File: src/rtl/alarm_ring_ctrl_pkg.sv
// Shared types and default constants for the alarm sounder sequencer.
package alarm_pkg;

  typedef enum logic [1:0] {
    IDLE    = 2'b00,
    RINGING = 2'b01,
    SNOOZE  = 2'b10
  } ring_state_t;

  localparam int TIME_W             = 32'sd14;
  localparam int DEF_CLK_HZ         = 32'sd10000;
  localparam int DEF_BEEP_ON        = 32'sd2000;
  localparam int DEF_BEEP_PERIOD    = 32'sd5000;
  localparam int DEF_RING_TIMEOUT_S = 32'sd60;
  localparam int DEF_SNOOZE_S       = 32'sd300;
  localparam int DEF_MAX_SNOOZE     = 32'sd3;

  function automatic int cnt_w(input int terminal);
    return $clog2(terminal) + 32'sd1;
  endfunction

endpackage

File: src/rtl/alarm_ring_ctrl_if.sv
// Time/alarm/button inputs and sounder status outputs of the alarm sequencer.
interface alarm_ring_ctrl_if;
  import alarm_pkg::*;

  logic              alarm_enable;
  logic [TIME_W-1:0] hour;
  logic [TIME_W-1:0] minute;
  logic [TIME_W-1:0] second;
  logic [TIME_W-1:0] alarm_hour;
  logic [TIME_W-1:0] alarm_minute;
  logic              snooze;
  logic              dismiss;
  logic              beep;
  logic              ringing;
  logic              snoozing;
  logic              missed;
  logic [1:0]        snooze_cnt;
  logic [1:0]        ring_state;

  modport master (
    output alarm_enable, hour, minute, second, alarm_hour, alarm_minute, snooze, dismiss,
    input  beep, ringing, snoozing, missed, snooze_cnt, ring_state
  );

  modport slave (
    input  alarm_enable, hour, minute, second, alarm_hour, alarm_minute, snooze, dismiss,
    output beep, ringing, snoozing, missed, snooze_cnt, ring_state
  );

endinterface

File: src/rtl/alarm_ring_ctrl_sec_tick_gen.sv
// One-second tick generator: counts clock ticks and flags the last tick of each second.
module sec_tick_gen
  import alarm_pkg::*;
#(
  parameter int CLK_HZ = DEF_CLK_HZ
) (
  input  logic clk,
  input  logic reset,
  input  logic clear,
  output logic sec_tick
);

  localparam int            TW         = cnt_w(CLK_HZ);
  localparam logic [TW-1:0] TICK_LAST  = TW'(CLK_HZ - 32'sd1);
  localparam logic [TW-1:0] TICK_ZERO  = TW'(32'sd0);
  localparam logic [TW-1:0] TICK_ONE   = TW'(32'sd1);

  logic [TW-1:0] tick_cnt_r;

  // Tick counter; clear restarts the second so it lines up with a state entry.
  always_ff @(posedge clk) begin
    if (reset) begin
      tick_cnt_r <= TICK_ZERO;
    end else if (clear || (tick_cnt_r == TICK_LAST)) begin
      tick_cnt_r <= TICK_ZERO;
    end else begin
      tick_cnt_r <= tick_cnt_r + TICK_ONE;
    end
  end

  assign sec_tick = (tick_cnt_r == TICK_LAST);

endmodule

File: src/rtl/alarm_ring_ctrl.sv
// Alarm sounder sequencer: detects the alarm minute, pulses the beeper, handles
// bounded snoozes, dismiss and the unanswered-ring timeout.
module alarm_ring_ctrl
  import alarm_pkg::*;
#(
  parameter int CLK_HZ         = DEF_CLK_HZ,
  parameter int BEEP_ON        = DEF_BEEP_ON,
  parameter int BEEP_PERIOD    = DEF_BEEP_PERIOD,
  parameter int RING_TIMEOUT_S = DEF_RING_TIMEOUT_S,
  parameter int SNOOZE_S       = DEF_SNOOZE_S,
  parameter int MAX_SNOOZE     = DEF_MAX_SNOOZE
) (
  input  logic             clk,
  input  logic             reset,
  alarm_ring_ctrl_if.slave bus
);

  localparam int            PW          = cnt_w(BEEP_PERIOD);
  localparam logic [PW-1:0] PHASE_LAST  = PW'(BEEP_PERIOD - 32'sd1);
  localparam logic [PW-1:0] PHASE_ZERO  = PW'(32'sd0);
  localparam logic [PW-1:0] PHASE_ONE   = PW'(32'sd1);
  localparam logic [PW-1:0] BEEP_ON_V   = PW'(BEEP_ON);

  localparam int            SEC_TERM    = (RING_TIMEOUT_S > SNOOZE_S) ? RING_TIMEOUT_S : SNOOZE_S;
  localparam int            SW          = cnt_w(SEC_TERM);
  localparam logic [SW-1:0] RING_LAST   = SW'(RING_TIMEOUT_S - 32'sd1);
  localparam logic [SW-1:0] SNOOZE_LAST = SW'(SNOOZE_S - 32'sd1);
  localparam logic [SW-1:0] SEC_ZERO    = SW'(32'sd0);
  localparam logic [SW-1:0] SEC_ONE     = SW'(32'sd1);

  // snooze_cnt is exposed on a 2-bit port, so MAX_SNOOZE is limited to 3.
  localparam logic [1:0]        SNZ_MAX   = 2'(MAX_SNOOZE);
  localparam logic [1:0]        SNZ_ZERO  = 2'b00;
  localparam logic [1:0]        SNZ_ONE   = 2'b01;
  localparam logic [TIME_W-1:0] TIME_ZERO = {TIME_W{1'b0}};

  ring_state_t state_r, state_next_s;
  logic [PW-1:0] phase_cnt_r, phase_next_s;
  logic [SW-1:0] sec_cnt_r, sec_next_s, sec_last_s;
  logic [1:0]    snooze_cnt_r, snooze_cnt_next_s;
  logic          missed_r, missed_next_s;
  logic          match_s, match_d_r, trigger_s;
  logic          sec_tick_s, sec_done_s, cnt_clear_s;
  logic          beep_r, beep_next_s, ringing_r, snoozing_r;

  assign match_s    = bus.alarm_enable
                    & (bus.hour   == bus.alarm_hour)
                    & (bus.minute == bus.alarm_minute)
                    & (bus.second == TIME_ZERO);
  assign trigger_s  = match_s & ~match_d_r;
  assign sec_last_s = (state_r == SNOOZE) ? SNOOZE_LAST : RING_LAST;
  assign sec_done_s = sec_tick_s & (sec_cnt_r == sec_last_s);

  sec_tick_gen #(.CLK_HZ(CLK_HZ)) u_sec_tick_gen (
    .clk      (clk),
    .reset    (reset),
    .clear    (cnt_clear_s),
    .sec_tick (sec_tick_s)
  );

  // Next-state logic; alarm_enable low overrides everything, then dismiss > snooze > timeout.
  always_comb begin
    state_next_s      = state_r;
    snooze_cnt_next_s = snooze_cnt_r;
    missed_next_s     = missed_r;
    if (!bus.alarm_enable) begin
      state_next_s      = IDLE;
      snooze_cnt_next_s = SNZ_ZERO;
      missed_next_s     = 1'b0;
    end else begin
      case (state_r)
        IDLE: begin
          if (trigger_s) begin
            state_next_s      = RINGING;
            snooze_cnt_next_s = SNZ_ZERO;
            missed_next_s     = 1'b0;
          end else if (bus.dismiss) begin
            missed_next_s = 1'b0;
          end else begin
            missed_next_s = missed_r;
          end
        end
        RINGING: begin
          if (bus.dismiss) begin
            state_next_s      = IDLE;
            snooze_cnt_next_s = SNZ_ZERO;
          end else if (bus.snooze && (snooze_cnt_r < SNZ_MAX)) begin
            state_next_s      = SNOOZE;
            snooze_cnt_next_s = snooze_cnt_r + SNZ_ONE;
          end else if (sec_done_s) begin
            state_next_s  = IDLE;
            missed_next_s = 1'b1;
          end else begin
            state_next_s = RINGING;
          end
        end
        SNOOZE: begin
          if (bus.dismiss) begin
            state_next_s      = IDLE;
            snooze_cnt_next_s = SNZ_ZERO;
          end else if (sec_done_s) begin
            state_next_s = RINGING;
          end else begin
            state_next_s = SNOOZE;
          end
        end
        default: begin
          state_next_s = IDLE;
        end
      endcase
    end
  end

  // Counter next values; any state change or IDLE restarts the second and phase counters.
  always_comb begin
    cnt_clear_s = (state_r == IDLE) || (state_next_s != state_r);
    if ((state_r == RINGING) && (state_next_s == RINGING)) begin
      phase_next_s = (phase_cnt_r == PHASE_LAST) ? PHASE_ZERO : (phase_cnt_r + PHASE_ONE);
    end else begin
      phase_next_s = PHASE_ZERO;
    end
    if (cnt_clear_s) begin
      sec_next_s = SEC_ZERO;
    end else if (sec_tick_s) begin
      sec_next_s = (sec_cnt_r == sec_last_s) ? SEC_ZERO : (sec_cnt_r + SEC_ONE);
    end else begin
      sec_next_s = sec_cnt_r;
    end
    beep_next_s = (state_next_s == RINGING) && (phase_next_s < BEEP_ON_V);
  end

  // State, counters and outputs all commit on the same edge.
  always_ff @(posedge clk) begin
    if (reset) begin
      state_r      <= IDLE;
      phase_cnt_r  <= PHASE_ZERO;
      sec_cnt_r    <= SEC_ZERO;
      snooze_cnt_r <= SNZ_ZERO;
      missed_r     <= 1'b0;
      match_d_r    <= 1'b0;
      beep_r       <= 1'b0;
      ringing_r    <= 1'b0;
      snoozing_r   <= 1'b0;
    end else begin
      state_r      <= state_next_s;
      phase_cnt_r  <= phase_next_s;
      sec_cnt_r    <= sec_next_s;
      snooze_cnt_r <= snooze_cnt_next_s;
      missed_r     <= missed_next_s;
      match_d_r    <= match_s;
      beep_r       <= beep_next_s;
      ringing_r    <= (state_next_s == RINGING);
      snoozing_r   <= (state_next_s == SNOOZE);
    end
  end

  assign bus.beep       = beep_r;
  assign bus.ringing    = ringing_r;
  assign bus.snoozing   = snoozing_r;
  assign bus.missed     = missed_r;
  assign bus.snooze_cnt = snooze_cnt_r;
  assign bus.ring_state = state_r;

endmodule

File: src/flat_wrapper.sv
// flat-port wrapper written by rule: the top's interface ports become plain ports
module alarm_ring_ctrl_flat import alarm_pkg::*;
#(
  parameter int CLK_HZ         = DEF_CLK_HZ,
  parameter int BEEP_ON        = DEF_BEEP_ON,
  parameter int BEEP_PERIOD    = DEF_BEEP_PERIOD,
  parameter int RING_TIMEOUT_S = DEF_RING_TIMEOUT_S,
  parameter int SNOOZE_S       = DEF_SNOOZE_S,
  parameter int MAX_SNOOZE     = DEF_MAX_SNOOZE
)
  (clk, reset, bus_alarm_enable, bus_hour, bus_minute, bus_second, bus_alarm_hour, bus_alarm_minute, bus_snooze, bus_dismiss, bus_beep, bus_ringing, bus_snoozing, bus_missed, bus_snooze_cnt, bus_ring_state);
  alarm_ring_ctrl_if bus_i ();
  input  logic clk;
  input  logic reset;
  input wire logic [$bits(bus_i.alarm_enable)-1:0] bus_alarm_enable;
  input wire logic [$bits(bus_i.hour)-1:0] bus_hour;
  input wire logic [$bits(bus_i.minute)-1:0] bus_minute;
  input wire logic [$bits(bus_i.second)-1:0] bus_second;
  input wire logic [$bits(bus_i.alarm_hour)-1:0] bus_alarm_hour;
  input wire logic [$bits(bus_i.alarm_minute)-1:0] bus_alarm_minute;
  input wire logic [$bits(bus_i.snooze)-1:0] bus_snooze;
  input wire logic [$bits(bus_i.dismiss)-1:0] bus_dismiss;
  output wire logic [$bits(bus_i.beep)-1:0] bus_beep;
  output wire logic [$bits(bus_i.ringing)-1:0] bus_ringing;
  output wire logic [$bits(bus_i.snoozing)-1:0] bus_snoozing;
  output wire logic [$bits(bus_i.missed)-1:0] bus_missed;
  output wire logic [$bits(bus_i.snooze_cnt)-1:0] bus_snooze_cnt;
  output wire logic [$bits(bus_i.ring_state)-1:0] bus_ring_state;
  assign bus_i.alarm_enable = bus_alarm_enable;
  assign bus_i.hour = bus_hour;
  assign bus_i.minute = bus_minute;
  assign bus_i.second = bus_second;
  assign bus_i.alarm_hour = bus_alarm_hour;
  assign bus_i.alarm_minute = bus_alarm_minute;
  assign bus_i.snooze = bus_snooze;
  assign bus_i.dismiss = bus_dismiss;
  assign bus_beep = bus_i.beep;
  assign bus_ringing = bus_i.ringing;
  assign bus_snoozing = bus_i.snoozing;
  assign bus_missed = bus_i.missed;
  assign bus_snooze_cnt = bus_i.snooze_cnt;
  assign bus_ring_state = bus_i.ring_state;
  alarm_ring_ctrl #(.CLK_HZ(CLK_HZ), .BEEP_ON(BEEP_ON), .BEEP_PERIOD(BEEP_PERIOD), .RING_TIMEOUT_S(RING_TIMEOUT_S), .SNOOZE_S(SNOOZE_S), .MAX_SNOOZE(MAX_SNOOZE)) u_core (.clk(clk), .reset(reset), .bus(bus_i));
endmodule
File: config.mk
export PLATFORM = sky130hd
export DESIGN_NAME = alarm_ring_ctrl_flat
export DESIGN_NICKNAME = d
export VERILOG_FILES = /design/src/rtl/alarm_ring_ctrl_pkg.sv /design/src/rtl/alarm_ring_ctrl_if.sv /design/src/rtl/alarm_ring_ctrl_sec_tick_gen.sv /design/src/rtl/alarm_ring_ctrl.sv /design/src/flat_wrapper.sv
export SDC_FILE = /design/constraint.sdc
export NUM_CORES = 1
export LEC_CHECK = 0
export BUFFER_PORTS_ARGS = -buffer_cell sky130_fd_sc_hd__buf_2
export CORE_MARGIN = 2
export CORE_UTILIZATION = 25
export CTS_CLUSTER_SIZE = 25
export DETAILED_ROUTE_END_ITERATION = 8
export GPL_TIMING_DRIVEN = 1
export PLACE_DENSITY_LB_ADDON = 0.2
export SYNTH_ARGS = -nofsm -noshare
export SYNTH_HDL_FRONTEND = slang
export SYNTH_HIERARCHICAL = 1
export SYNTH_SLANG_ARGS = --single-unit
File: constraint.sdc
create_clock -name clk -period 1.9 [get_ports clk]
set_input_delay 0 -clock clk [delete_from_list [all_inputs] [get_ports clk]]
set_output_delay 0 -clock clk [all_outputs]
set_load 0.1 [all_outputs]
Word level (Yosys, flattened, before mapping)
Cells that the tools add are included.
Storage, ports and cells
  bits in writable memories: 0
  memory bits (read-only): 0
  logic and storage cells: 77
  bits in latches: 0
  register bits after elaboration: 48
  memories kept: 0
  output and inout port bits: 8
Operators by class
  equality and inequality tests: 17
  $lt $le $gt $ge: 2
  add/sub/neg operators: 4
  bitwise operators: 7
  mux-type cells: 23
  divide/modulo/power cells: 0
  multiply operators: 0
  reduce and logical (&&, ||, !) cells: 14
  shifts and indexed selects: 0
Operators with widths (count)
  $eq A14 B14 Y1: 2
  $mux W14: 2
  $mux W2: 10
  $add A15 B1 Y15 const B: 1
  $eq A15 B14 Y1 const B: 1
  $add A14 B1 Y14 const B: 1
  $eq A14 B13 Y1 const B: 1
  $logic_not A14 Y1: 1
  $lt A14 B11 Y1 const B: 1
  $pmux W2 S3: 2
  $add A10 B1 Y10 const B: 1
  $eq A10 B10 Y1: 1
  $mux W10: 1
  $mux W9: 1
  $mux W1: 6
  $ne A2 B2 Y1 const B: 3
  $ne A3 B2 Y1 const B: 2
  $reduce_or A2 Y1: 3
  $and A1 B1 Y1: 5
  $reduce_and A5 Y1: 1
  $eq A2 B1 Y1 const B: 2
  $eq A2 B2 Y1 const B: 2
  $ne A2 B1 Y1 const B: 2
  $reduce_and A4 Y1: 1
  other kinds (10): 14

Longest topological paths before layout
Gate-level depths: netlist of run 1.
  depth after elaboration: 14
  depth in mapped cells: 10
  depth with buffers taken out: 8

By module
Netlist of run 1, hierarchy kept.
Modules (own cells, without submodules)
  alarm_ring_ctrl: cells an instance 230, sequential area each 660.6 µm², area an instance 1996.9 µm², instances 1
  sec_tick_gen: cells an instance 73, sequential area each 300.3 µm², area an instance 665.6 µm², instances 1

Least setup slack after synthesis of run 1
OpenSTA, ideal clock, no wires.
  path kind: flip-flop to flip-flop
  start point: reg u_core.state_r[1], in the netlist u_core/bus.ring_state[1]
  end point: reg u_core.u_sec_tick_gen.tick_cnt_r[13]
  setup slack: -0.720 ns
  library setup time: 0.064 ns
  path buffers: 3
  arrival time: 2.556 ns
  data required time: 1.836 ns
  period minus slack after synthesis: 2.620 ns
  stages on the path, launching flop included: 10
  cells stage by stage: dfxtp_1 buf_6 nor2b_1 o22ai_2 nand3_4 o2111ai_1 or3_1 buf_6 buf_8 nor2_1
Between the ends
  longest elaborated chain between the ends: 13
RTL lines
  start, declared: RTL line alarm_ring_ctrl.sv:37  | ring_state_t state_r, state_next_s;
  start signal, assigned: RTL line alarm_ring_ctrl.sv:145  | state_r <= state_next_s;
  $eq A2 B2 Y1: RTL line alarm_ring_ctrl.sv:51, alarm_ring_ctrl.sv:71
  $mux W9: RTL line alarm_ring_ctrl.sv:51  | assign sec_last_s = (state_r == SNOOZE) ? SNOOZE_LAST : RING_LAST;
  $eq A10 B10 Y1: RTL line alarm_ring_ctrl.sv:52  | assign sec_done_s = sec_tick_s & (sec_cnt_r == sec_last_s);
  $and A1 B1 Y1: RTL line alarm_ring_ctrl.sv:52
  $mux W1: RTL line alarm_ring_ctrl.sv:90  | end else if (sec_done_s) begin
  $mux W2: RTL line alarm_ring_ctrl.sv:87  | end else if (bus.snooze && (snooze_cnt_r < SNZ_MAX)) begin
  $mux W2: RTL line alarm_ring_ctrl.sv:84  | if (bus.dismiss) begin
  $pmux W2 S3: RTL line alarm_ring_ctrl.sv:71  | case (state_r)
  $mux W2: RTL line alarm_ring_ctrl.sv:66  | if (!bus.alarm_enable) begin
  $ne A2 B2 Y1: RTL line alarm_ring_ctrl.sv:116  | cnt_clear_s = (state_r == IDLE) || (state_next_s != state_r);
  $logic_or A1 B1 Y1 (*): RTL line alarm_ring_ctrl.sv:116
  named net u_core.cnt_clear_s: RTL line alarm_ring_ctrl.sv:43  | logic sec_tick_s, sec_done_s, cnt_clear_s;
  $logic_or A1 B1 Y1 (*): RTL line alarm_ring_ctrl_sec_tick_gen.sv:24  | end else if (clear || (tick_cnt_r == TICK_LAST)) begin
  $reduce_or A2 Y1 (no source line) (*)
  end signal, assigned: RTL line alarm_ring_ctrl_sec_tick_gen.sv:27  | tick_cnt_r <= tick_cnt_r + TICK_ONE;
  end, declared: RTL line alarm_ring_ctrl_sec_tick_gen.sv:18  | logic [TW-1:0] tick_cnt_r;
The timed path passes the listed nets; every way through them passes the cells marked *.
A chain may end at the register's enable or synchronous reset.

Worst setup path after layout of run 1
  start point: reg u_core.u_sec_tick_gen.tick_cnt_r[14]
  end point: reg u_core.beep_r, in the netlist u_core/bus.beep
Between the ends
  longest elaborated chain between the ends: 12
RTL lines
  $eq A15 B14 Y1 (*): RTL line alarm_ring_ctrl_sec_tick_gen.sv:31  | assign sec_tick = (tick_cnt_r == TICK_LAST);
  named net u_core.sec_tick_s: RTL line alarm_ring_ctrl.sv:43
  $and A1 B1 Y1 (*): RTL line alarm_ring_ctrl.sv:52
  $mux W1: RTL line alarm_ring_ctrl.sv:90
  $mux W2: RTL line alarm_ring_ctrl.sv:87
  $mux W2: RTL line alarm_ring_ctrl.sv:84
  $pmux W2 S3 (*): RTL line alarm_ring_ctrl.sv:71
  $mux W2 (*): RTL line alarm_ring_ctrl.sv:66
  $eq A2 B1 Y1 (*): RTL line alarm_ring_ctrl.sv:117, alarm_ring_ctrl.sv:129
  $logic_and A1 B1 Y1: RTL line alarm_ring_ctrl.sv:117  | if ((state_r == RINGING) && (state_next_s == RINGING)) begin
  $mux W14: RTL line alarm_ring_ctrl.sv:117
  $lt A14 B11 Y1: RTL line alarm_ring_ctrl.sv:129  | beep_next_s = (state_next_s == RINGING) && (phase_next_s < BEEP_ON_V);
  $logic_and A1 B1 Y1 (*): RTL line alarm_ring_ctrl.sv:129
  end signal, assigned: RTL line alarm_ring_ctrl.sv:151  | beep_r <= beep_next_s;
  end, declared: RTL line alarm_ring_ctrl.sv:44  | logic beep_r, beep_next_s, ringing_r, snoozing_r;
Marked as above.

==> results.md, run 1 <==
Logic synthesis:
- The area fraction of the dominant cell type after synthesis is a little over a third.
- After synthesis, the largest family of logic cells by area is simple AND/OR/NAND/NOR gates.
- The most common cell in the netlist is sky130_fd_sc_hd__nor2_1.
- By count the netlist is led by 49 x sky130_fd_sc_hd__nor2_1, 48 x sky130_fd_sc_hd__dfxtp_1, 47 x sky130_fd_sc_hd__xor2_1, 21 x sky130_fd_sc_hd__nand2_1, 15 x sky130_fd_sc_hd__xnor2_1.
- The post-synthesis xor/xnor area fraction is between 20 and 25%.
- After Yosys synthesis, full adders, half adders and majority gates account for 1.88% of the synthesized area.
- The average instance in the mapped netlist occupies ~9 sq um.
- Of all cell types, the one taking the most synthesized area is sky130_fd_sc_hd__dfxtp_1.
- The post-synthesis net count is roughly 380.
- The area share of and/or/nand/nor cells after synthesis is 30.8%.
- Counting flops and latches in the post-synthesis netlist gives between 40 and 50.
- The multiplexer share of the synthesized area is 0.940%.
- The share of async-settable or async-resettable flops after synthesis is 0%.
- The dominant register cell in the synthesized netlist is sky130_fd_sc_hd__dfxtp_1.
- The number of unique standard cell types used by synthesis is 49.
- In the post-synthesis netlist, the biggest area contributors are sky130_fd_sc_hd__dfxtp_1 36%, sky130_fd_sc_hd__xor2_1 15%, sky130_fd_sc_hd__nor2_1 6.9%, sky130_fd_sc_hd__xnor2_1 4.9%, sky130_fd_sc_hd__nor4_1 3.1%.
- The Yosys step of the flow raised 6 warnings.
- Synthesis handed over a netlist of 303 instances.
- The number of enable flip-flop cells after synthesis is 0.
- The mapped netlist covers 2660 sq um.
- The post-synthesis compound-gate area fraction is 6.86%.
- The share of the Yosys chip area taken by registers is between 30 and 40%.

Setup path:
- The data arrival time at the worst-slack endpoint is roughly 2.2 ns.
- The slack of the worst reg-to-reg path is -0.06 ns.
- The type of destination of the critical path is a flip-flop.
- The critical path is of the reg -> reg type.
- The maximum fanout encountered on the critical timing path is 4.
- The delay of the slowest cell on the worst path is between 0.5 and 0.6 ns.
- The total buffers and inverters traversed by the critical path is 1.
- The required time reported for the critical path endpoint is about 2.1 ns.
- The signal on the critical path passes through or4_4 > nor4_4 > buf_4 > nand3_4 > mux2_4 > a22o_4 > o31a_1.
- The critical path launch point is u_core/u_sec_tick_gen/tick_cnt_r[14].
- STA classifies the critical path startpoint as a flip-flop.
- The top cell family by delay on the critical path is simple AND/OR/NAND/NOR gates.
- The origin of the critical flop-to-flop path is u_core/u_sec_tick_gen/tick_cnt_r[14].
- The largest individual stage delay along the critical path comes from the cell sky130_fd_sc_hd__or4_4.

Place:
- The HPWL reported at the end of detailed placement is between 4000 and 5000 microns.
- The worst slack after detailed placement is -0.0987 ns.
- Routability-driven placement finished with a final weighted congestion of 0.758.
- The count of port buffers added during placement is 82.

Min path:
- The startpoint of the most critical hold path is bus_alarm_enable.
- The min-delay analysis places its worst path in the category in -> reg.

Pwr:
- The maximum VDD drop is around 0.35 mV.
- The part of the total power dissipated in sequential elements is approximately 53%.
- The clock network fraction of total power is between 30% and 40%.
- The power per cell area is ~520 nW/um^2.
- Net switching is ~22% of the power.
- The part of the power in combinational logic is 8.1%.
- The leakage power is about 1.5 nW.
- The analysis attributes to net switching a power of between 400 and 500 uW.
- The internal power of the cells totals roughly 1.5 mW.
- The design draws roughly 1.9 mW.

Clock tree:
- The H-tree was split into 2 levels.
- The number of buffers created by CTS is 5.
- The tree built by TritonCTS fans out to 48 sinks.
- The maximum clock path buffer count is 2.
- TritonCTS built the clock tree.
- Clock-pin slew was measured on the worst setup and hold paths at about 0.09 ns.
- The root buffer cell chosen for the clock tree is sky130_fd_sc_hd__clkbuf_8.
- The later pin in the worst-skew pair is clocked with a latency of roughly 0.30 ns.

Global route:
- The number of antenna violations at the first check in global routing came to 0.
- The global-route wire length before repair is 10,100 microns.
- The total grt overflow is 0.
- The pin count of the biggest net entering global routing is 16.
- The via count of the first global-routing pass was between 2k and 2.5k.
- In the global route stage, overall resource usage came out at 10.7%.

Cells and area:
- The final net count is 497.
- The filler cell count is about 1.1k.
- Cells fill a little over a third of the core in the end.
- The fraction of final layout cells with drive strength greater than 1 is between 30% and 40%.
- The post-synthesis to final-layout area growth is 36.5%.
- The repair_antennas step left the layout with diodes totalling 0.

Die:
- For this configuration, the core starts out at a cell density of 25.8%.
- The floorplan step set the die height to roughly 110 microns.
- The die covers between 10,000 and 15,000 sq um.
- The region available for standard cell placement spans around 10,000 sq um.
- The initialized floorplan defines 37 standard-cell rows.
- a little over 80 I/O pins were placed.
- The horizontal die dimension is roughly 110 microns.

Job:
- The max-cap violation count is 0.

STA:
- The hold violation total from the final report is 0.
- Setup repair after global routing could not meet its margin everywhere.
- The clock arrives with about 0.0092 ns of skew.
- At the pin with the least slew margin, the transition time is about 0.50 ns.
- The number of pins exceeding their max-slew limit in the final report is 0.
- The final cycle utilization of the critical path is 103%.
- The number of setup violations in the final report is 1.
- For this run, the top clock speed supported by timing is between 500 and 600 MHz.
- The final hold slack is around 0.039 ns.
- The accumulated negative setup slack is -0.0597 ns.
- Measured against its own limit, the worst slew margin works out to 67.1%.
- The worst path setup slack after routing is -0.0597 ns.
- The clock period minus worst slack is between 1.5 and 2 ns.

Route:
- The routed wire length is ~6300 microns.
- The remaining routing DRC violations is 0.
- In this run the remaining antenna-violating nets after routing total 0.
- The detailed-routing iteration count for the pre-antenna-repair pass is 4.
- The post-detailed-route via-to-cell ratio is about 4.4.
- The routed length per placed instance is 11.4 microns.
- Across all layers, the routed design uses ~2.4k vias.
- The violation count after the first detailed-route iteration is 79.

Status:
- The flow ran to the end, but the final reports show violations.
- The checks that failed: setup timing.
layout by cell type, fill, tap and decap left out, drive strengths merged, types with 3 or more instances in the layout:
cell type	count
o21ai	4
xor2	47
nand2	21
nor3	8
nand2b	4
buf	112
or3	5
inv	5
a21oi	4
clkbuf	7
xnor2	15
nand4	12
nand3	12
nor2	50
dfxtp	48
ha	4
o22ai	3
nor2b	3
and3	7
and4	4
nor4	15
path summary, 6_finish.rpt:
check / end / depth (start not counted)
setup / recovery: u_core/bus.beep / 7
hold / removal: u_core/bus.beep / 3
setup reg to reg: u_core/bus.beep / 7
hold reg to reg: u_core/phase_cnt_r[0] / 1
through the flow:
stage	cell area [sq um]	instances
after global placement	3420	543
after detailed placement	3420	543
after global routing	3630	555
final	3630	555
after CTS	3560	554
after floorplan	2690	303
timing repair:
| action | CTS | global route |
|---|---|---|
| setup buffers | 1 | 0 |
| hold buffers | 2 | 0 |
| hold endpoints to repair | 3 | 0 |
| endpoints found under the setup margin | 10 | 43 |
| gates cloned | 0 | 1 |
| pin swaps | 0 | 3 |
| gates resized for setup | 1 | 14 |
power groups by stage:
stage	combinational [mW]	clock (mW)	sequential (mW)
2_1_floorplan	0.0558	0	1.02
3_3_place_gp	0.148	0	1.02
3_5_place_dp	0.150	0	1.02
4_1_cts	0.154	0.777	0.999
5_1_grt	0.169	0.826	1.00
6_report	0.153	0.741	0.999
cells by family after synthesis:
| kind of cell | after synthesis |
|---|---|
| simple gates | 151 |
| xor+xnor | 62 |
| flops | 48 |
| compound gates | 24 |
| buf+inv | 12 |
| fa+ha+maj | 4 |
| mux | 2 |
area by class of cell:
class	instances	area, sq um	area share, %
Sequential cell	48	980	27.0
Timing Repair Buffer	115	696	19.1
Tap cell	136	170	4.68
Multi-Input combinational cell	243	1660	45.7
Clock buffer	6	72.6	2.00
Inverter	5	18.8	0.517
Clock inverter	2	35.0	0.964
tightest hold or removal path: cells and delay by family:
kind                   cells  cell delay [ns]
buffers and inverters      1             0.14
AOI/OAI and AO/OA          1             0.12
and+or+nand+nor            1             0.06
layer usage:
layer | track usage [%] | wire, microns | vias up
li1 | - | - | 1288
met1 | 13.3 | 2960 | 1096
met2 | 18.1 | 3070 | 36
met3 | 1.76 | 215 | 8
met4 | 4.27 | 94 | 0
met5 | 0 | 0 | -
sequential cells by signal, summed over array words and instances, names as in the netlist:
| register | cells |
|---|---|
| u_core/bus.beep | 1 |
| u_core/bus.missed | 1 |
| u_core/bus.ring_state | 2 |
| u_core/bus.ringing | 1 |
| u_core/bus.snooze_cnt | 2 |
| u_core/bus.snoozing | 1 |
| u_core/match_d_r | 1 |
| u_core/phase_cnt_r | 14 |
| u_core/sec_cnt_r | 10 |
| u_core/u_sec_tick_gen/tick_cnt_r | 15 |
Note: power is estimated with default switching activity, not from simulation.
==> run 2: changes to the inputs <==
--- a/config.mk
+++ b/config.mk
@@ -7,11 +7,11 @@
 export LEC_CHECK = 0
 export BUFFER_PORTS_ARGS = -buffer_cell sky130_fd_sc_hd__buf_2
 export CORE_MARGIN = 2
-export CORE_UTILIZATION = 25
+export CORE_UTILIZATION = 46
 export CTS_CLUSTER_SIZE = 25
 export DETAILED_ROUTE_END_ITERATION = 8
 export GPL_TIMING_DRIVEN = 1
-export PLACE_DENSITY_LB_ADDON = 0.2
+export PLACE_DENSITY = 0.76
 export SYNTH_ARGS = -nofsm -noshare
 export SYNTH_HDL_FRONTEND = slang
 export SYNTH_HIERARCHICAL = 1
==> results.md, run 2 (synthesized netlist as in run 1, its figures left out) <==
Global route:
- The number of antenna violations at the first check in global routing was 0 (unchanged).
- The total global routing track utilization is 19.3% (was 10.7%).
- The total grt overflow is 0 (unchanged).
- The pin count of the biggest net entering global routing is 15 (was 16).
- The global-route wire length before repair is 9960 microns (was 10,100 microns).
- The via count of the first global-routing pass is 2,322 (was 2,328).

Cells and area:
- The flip-flop count of the largest register after layout is 15 (unchanged).
- The register with the most flip-flops is u_core/u_sec_tick_gen/tick_cnt_r (unchanged).
- The antenna diode count was 0 (unchanged).
- The fraction of final layout cells with drive strength greater than 1 is 38.3% (was 35.6%).
- The register cell area after layout is 981 sq um (was 980 sq um).
- The multi-input logic area is 1700 sq um (was 1660 sq um).
- The most frequent standard cell in the layout excluding fill and tap cells was sky130_fd_sc_hd__buf_2 (unchanged).
- Leading cell types in the layout, fill and taps excluded: 82 x sky130_fd_sc_hd__buf_2, 47 x sky130_fd_sc_hd__xor2_1, 40 x sky130_fd_sc_hd__dfxtp_1 (was 82 x sky130_fd_sc_hd__buf_2, 47 x sky130_fd_sc_hd__xor2_1, 46 x sky130_fd_sc_hd__nor2_1).
- Registers with the most flip-flops: u_core/u_sec_tick_gen/tick_cnt_r: 15 flops, u_core/phase_cnt_r: 14 flops, u_core/sec_cnt_r: 10 flops (unchanged).
- The post-synthesis to final-layout area growth is 34.0% (was 36.5%).
- The filler cell count is 458 (was 1,083).
- The final net count came to 493 (was 497).
- The share of the core filled with cells in the final layout is 64.4% (was 35.2%).

Die:
- The area of the die was 6410 sq um (was 11,500 sq um).
- The height of the chip is 80.1 microns (was 107 microns).
- The number of placed I/O pins was 83 (unchanged).
- The effective utilization at floorplan is 48.1% (was 25.8%).
- The area of the core region is 5540 sq um (was 10,300 sq um).
- The cell row count is 27 (was 37).
- The horizontal die dimension was 80.1 microns (was 107 microns).

Job:
- The max-cap violation count came to 0 (unchanged).

Status:
- Outcome: complete, but fails checks (unchanged).
- Failing checks: setup timing (unchanged).

Route:
- The count of antenna-violating nets left after detailed routing was 0 (unchanged).
- The routed length per placed instance came to 12.7 microns (was 11.4 microns).
- The violation count after the first detailed-route iteration is 80 (was 79).
- The routed wire length is 6190 microns (was 6340 microns).
- The remaining routing DRC violations is 0 (unchanged).
- The detailed-route via count is 2,491 (was 2,428).
- The post-detailed-route via-to-cell ratio is 5.11 (was 4.37).
- The detailed-routing iteration count for the pre-antenna-repair pass is 4 (unchanged).

STA:
- The number of pins exceeding their max-slew limit in the final report came to 0 (unchanged).
- The clock period minus worst slack is 1.98 ns (was 1.96 ns).
- The fmax was 506 MHz (was 510 MHz).
- The worst path setup slack after routing is -0.0765 ns (was -0.0597 ns).
- The final hold slack was 0.0409 ns (was 0.0392 ns).
- The relative max-transition margin was 66.5% (was 67.1%).
- RSZ-0062 raised after global routing: true (unchanged).
- The accumulated negative setup slack is -0.0867 ns (was -0.0597 ns).
- The hold violation total from the final report is 0 (unchanged).
- The transition at the pin with the smallest max-transition slack came to 0.505 ns (was 0.498 ns).
- The worst-case clock skew is 0.00344 ns (was 0.00917 ns).
- The number of setup violations in the final report came to 2 (was 1).
- The final cycle utilization of the critical path is 104% (was 103%).

Setup path:
- The type of element launching the critical path is a flip-flop (unchanged).
- The slack of the worst reg-to-reg path is -0.08 ns (was -0.06 ns).
- The required time reported for the critical path endpoint is 2.10 ns (about the same).
- The data arrival time at the worst-slack endpoint is 2.17 ns (was 2.16 ns).
- The cell with the biggest individual delay on the critical path is sky130_fd_sc_hd__or4_4 (unchanged).
- Sequence of cells on the critical path: or4_4 > nor4_4 > buf_4 > nand3_4 > mux2_4 > a22o_4 > o31a_1 (unchanged).
- The delay of the slowest cell on the worst path came to 0.54 ns (about the same).
- The maximum fanout encountered on the critical timing path is 4 (unchanged).
- The type of destination of the critical path is a flip-flop (unchanged).
- The startpoint-to-endpoint class of the critical path is reg -> reg (unchanged).

Clock tree:
- The number of buffers created by CTS is 5 (unchanged).
- The number of H-tree branching levels is 2 (unchanged).
- The later-pin clock latency in the skew report is 0.30 ns (about the same).
- The clock tree from TritonCTS was yes (unchanged).
- The maximum clock path buffer count came to 2 (unchanged).
- The CTS root buffer is sky130_fd_sc_hd__clkbuf_8 (unchanged).
- The clock edge transition at the registers on the reported setup and hold paths came to 0.09 ns (about the same).
- The clock net sink count is 48 (unchanged).

Place:
- The count of port buffers added during placement is 82 (unchanged).
- The routability-driven placement congestion ratio is 0.895 (was 0.758).
- The worst slack after detailed placement is -0.0422 ns (was -0.0987 ns).
- The HPWL reported at the end of detailed placement is 4710 microns (was 4940 microns).

Pwr:
- The leakage power was 1.44 nW (was 1.47 nW).
- The power per cell area is 534 nW/um^2 (was 521 nW/um^2).
- The total design power was 1.90 mW (was 1.89 mW).
- The maximum VDD drop is 0.329 mV (was 0.354 mV).

Min path:
- The type of the tightest min-delay check is in -> reg (unchanged).
run 2: cell types whose count changed in the layout (fill, tap and decap cells not counted), moves of 2 or more:
cell                       delta
sky130_fd_sc_hd__buf_4        -4
sky130_fd_sc_hd__nor2_1      -10
sky130_fd_sc_hd__clkbuf_8     +2
sky130_fd_sc_hd__nor2_2      +10
run 2: what timing repair did:
item | CTS | global route
gates cloned | 1 | 0
pin swaps | 1 | 4
buffers inserted | 0 | 1
hold buffers | 2 | 0
resized for setup | 5 | 27
endpoints found under the setup margin | 14 | 42
hold endpoints to repair | 3 | 0
run 2: path summary, 6_finish.rpt:
| check | start | end | cells past startpoint |
|---|---|---|---|
| hold / removal | bus_alarm_enable | u_core/bus.beep | 3 |
| hold reg to reg | u_core/phase_cnt_r[0] | u_core/phase_cnt_r[0] | 1 |
| setup / recovery | u_core/u_sec_tick_gen/tick_cnt_r[14] | u_core/bus.beep | 7 |
| setup reg to reg | u_core/u_sec_tick_gen/tick_cnt_r[14] | u_core/bus.beep | 7 |
run 2: critical path, delay by kind of cell (launching register included):
| kind | cells | cell delay, ns |
|---|---|---|
| multiplexers | 1 | 0.32 |
| buffers and inverters | 1 | 0.18 |
| AND/OR/NAND/NOR | 3 | 0.75 |
| AO/OA/AOI/OAI | 2 | 0.31 |
| flip-flops | 1 | 0.32 |
run 2: area by class of cell:
cell class | instances | share of cell area (%)
Inverter | 5 | 0.526
Sequential cell | 48 | 27.5
Timing Repair Buffer | 111 | 18.3
Multi-Input combinational cell | 243 | 47.8
Clock buffer | 8 | 3.40
Tap cell | 72 | 2.53
run 2: where the power goes:
part | leakage (nW) | internal (mW) | total [mW] | switching [mW]
registers | 0.392 | 0.999 | 0.999 | 0.00000000000000632
clock network | 0.0627 | 0.412 | 0.752 | 0.340
logic | 0.986 | 0.0881 | 0.153 | 0.0654
total | 1.44 | 1.50 | 1.90 | 0.406
run 2: stage by stage:
| step | instance area (sq um) | std cells |
|---|---|---|
| 5_1_grt | 3570 | 487 |
| 2_1_floorplan | 2690 | 303 |
| 6_report | 3570 | 487 |
| 3_5_place_dp | 3310 | 475 |
| 4_1_cts | 3480 | 486 |
| 3_3_place_gp | 3310 | 475 |
run 2: layer usage:
layer	global-route usage (%)	vias up	wire length [microns]
met4	6.95	0	87
met5	0	-	0
met3	3.48	10	268
met2	32.9	57	3110
li1	-	1285	-
met1	24.2	1139	2730
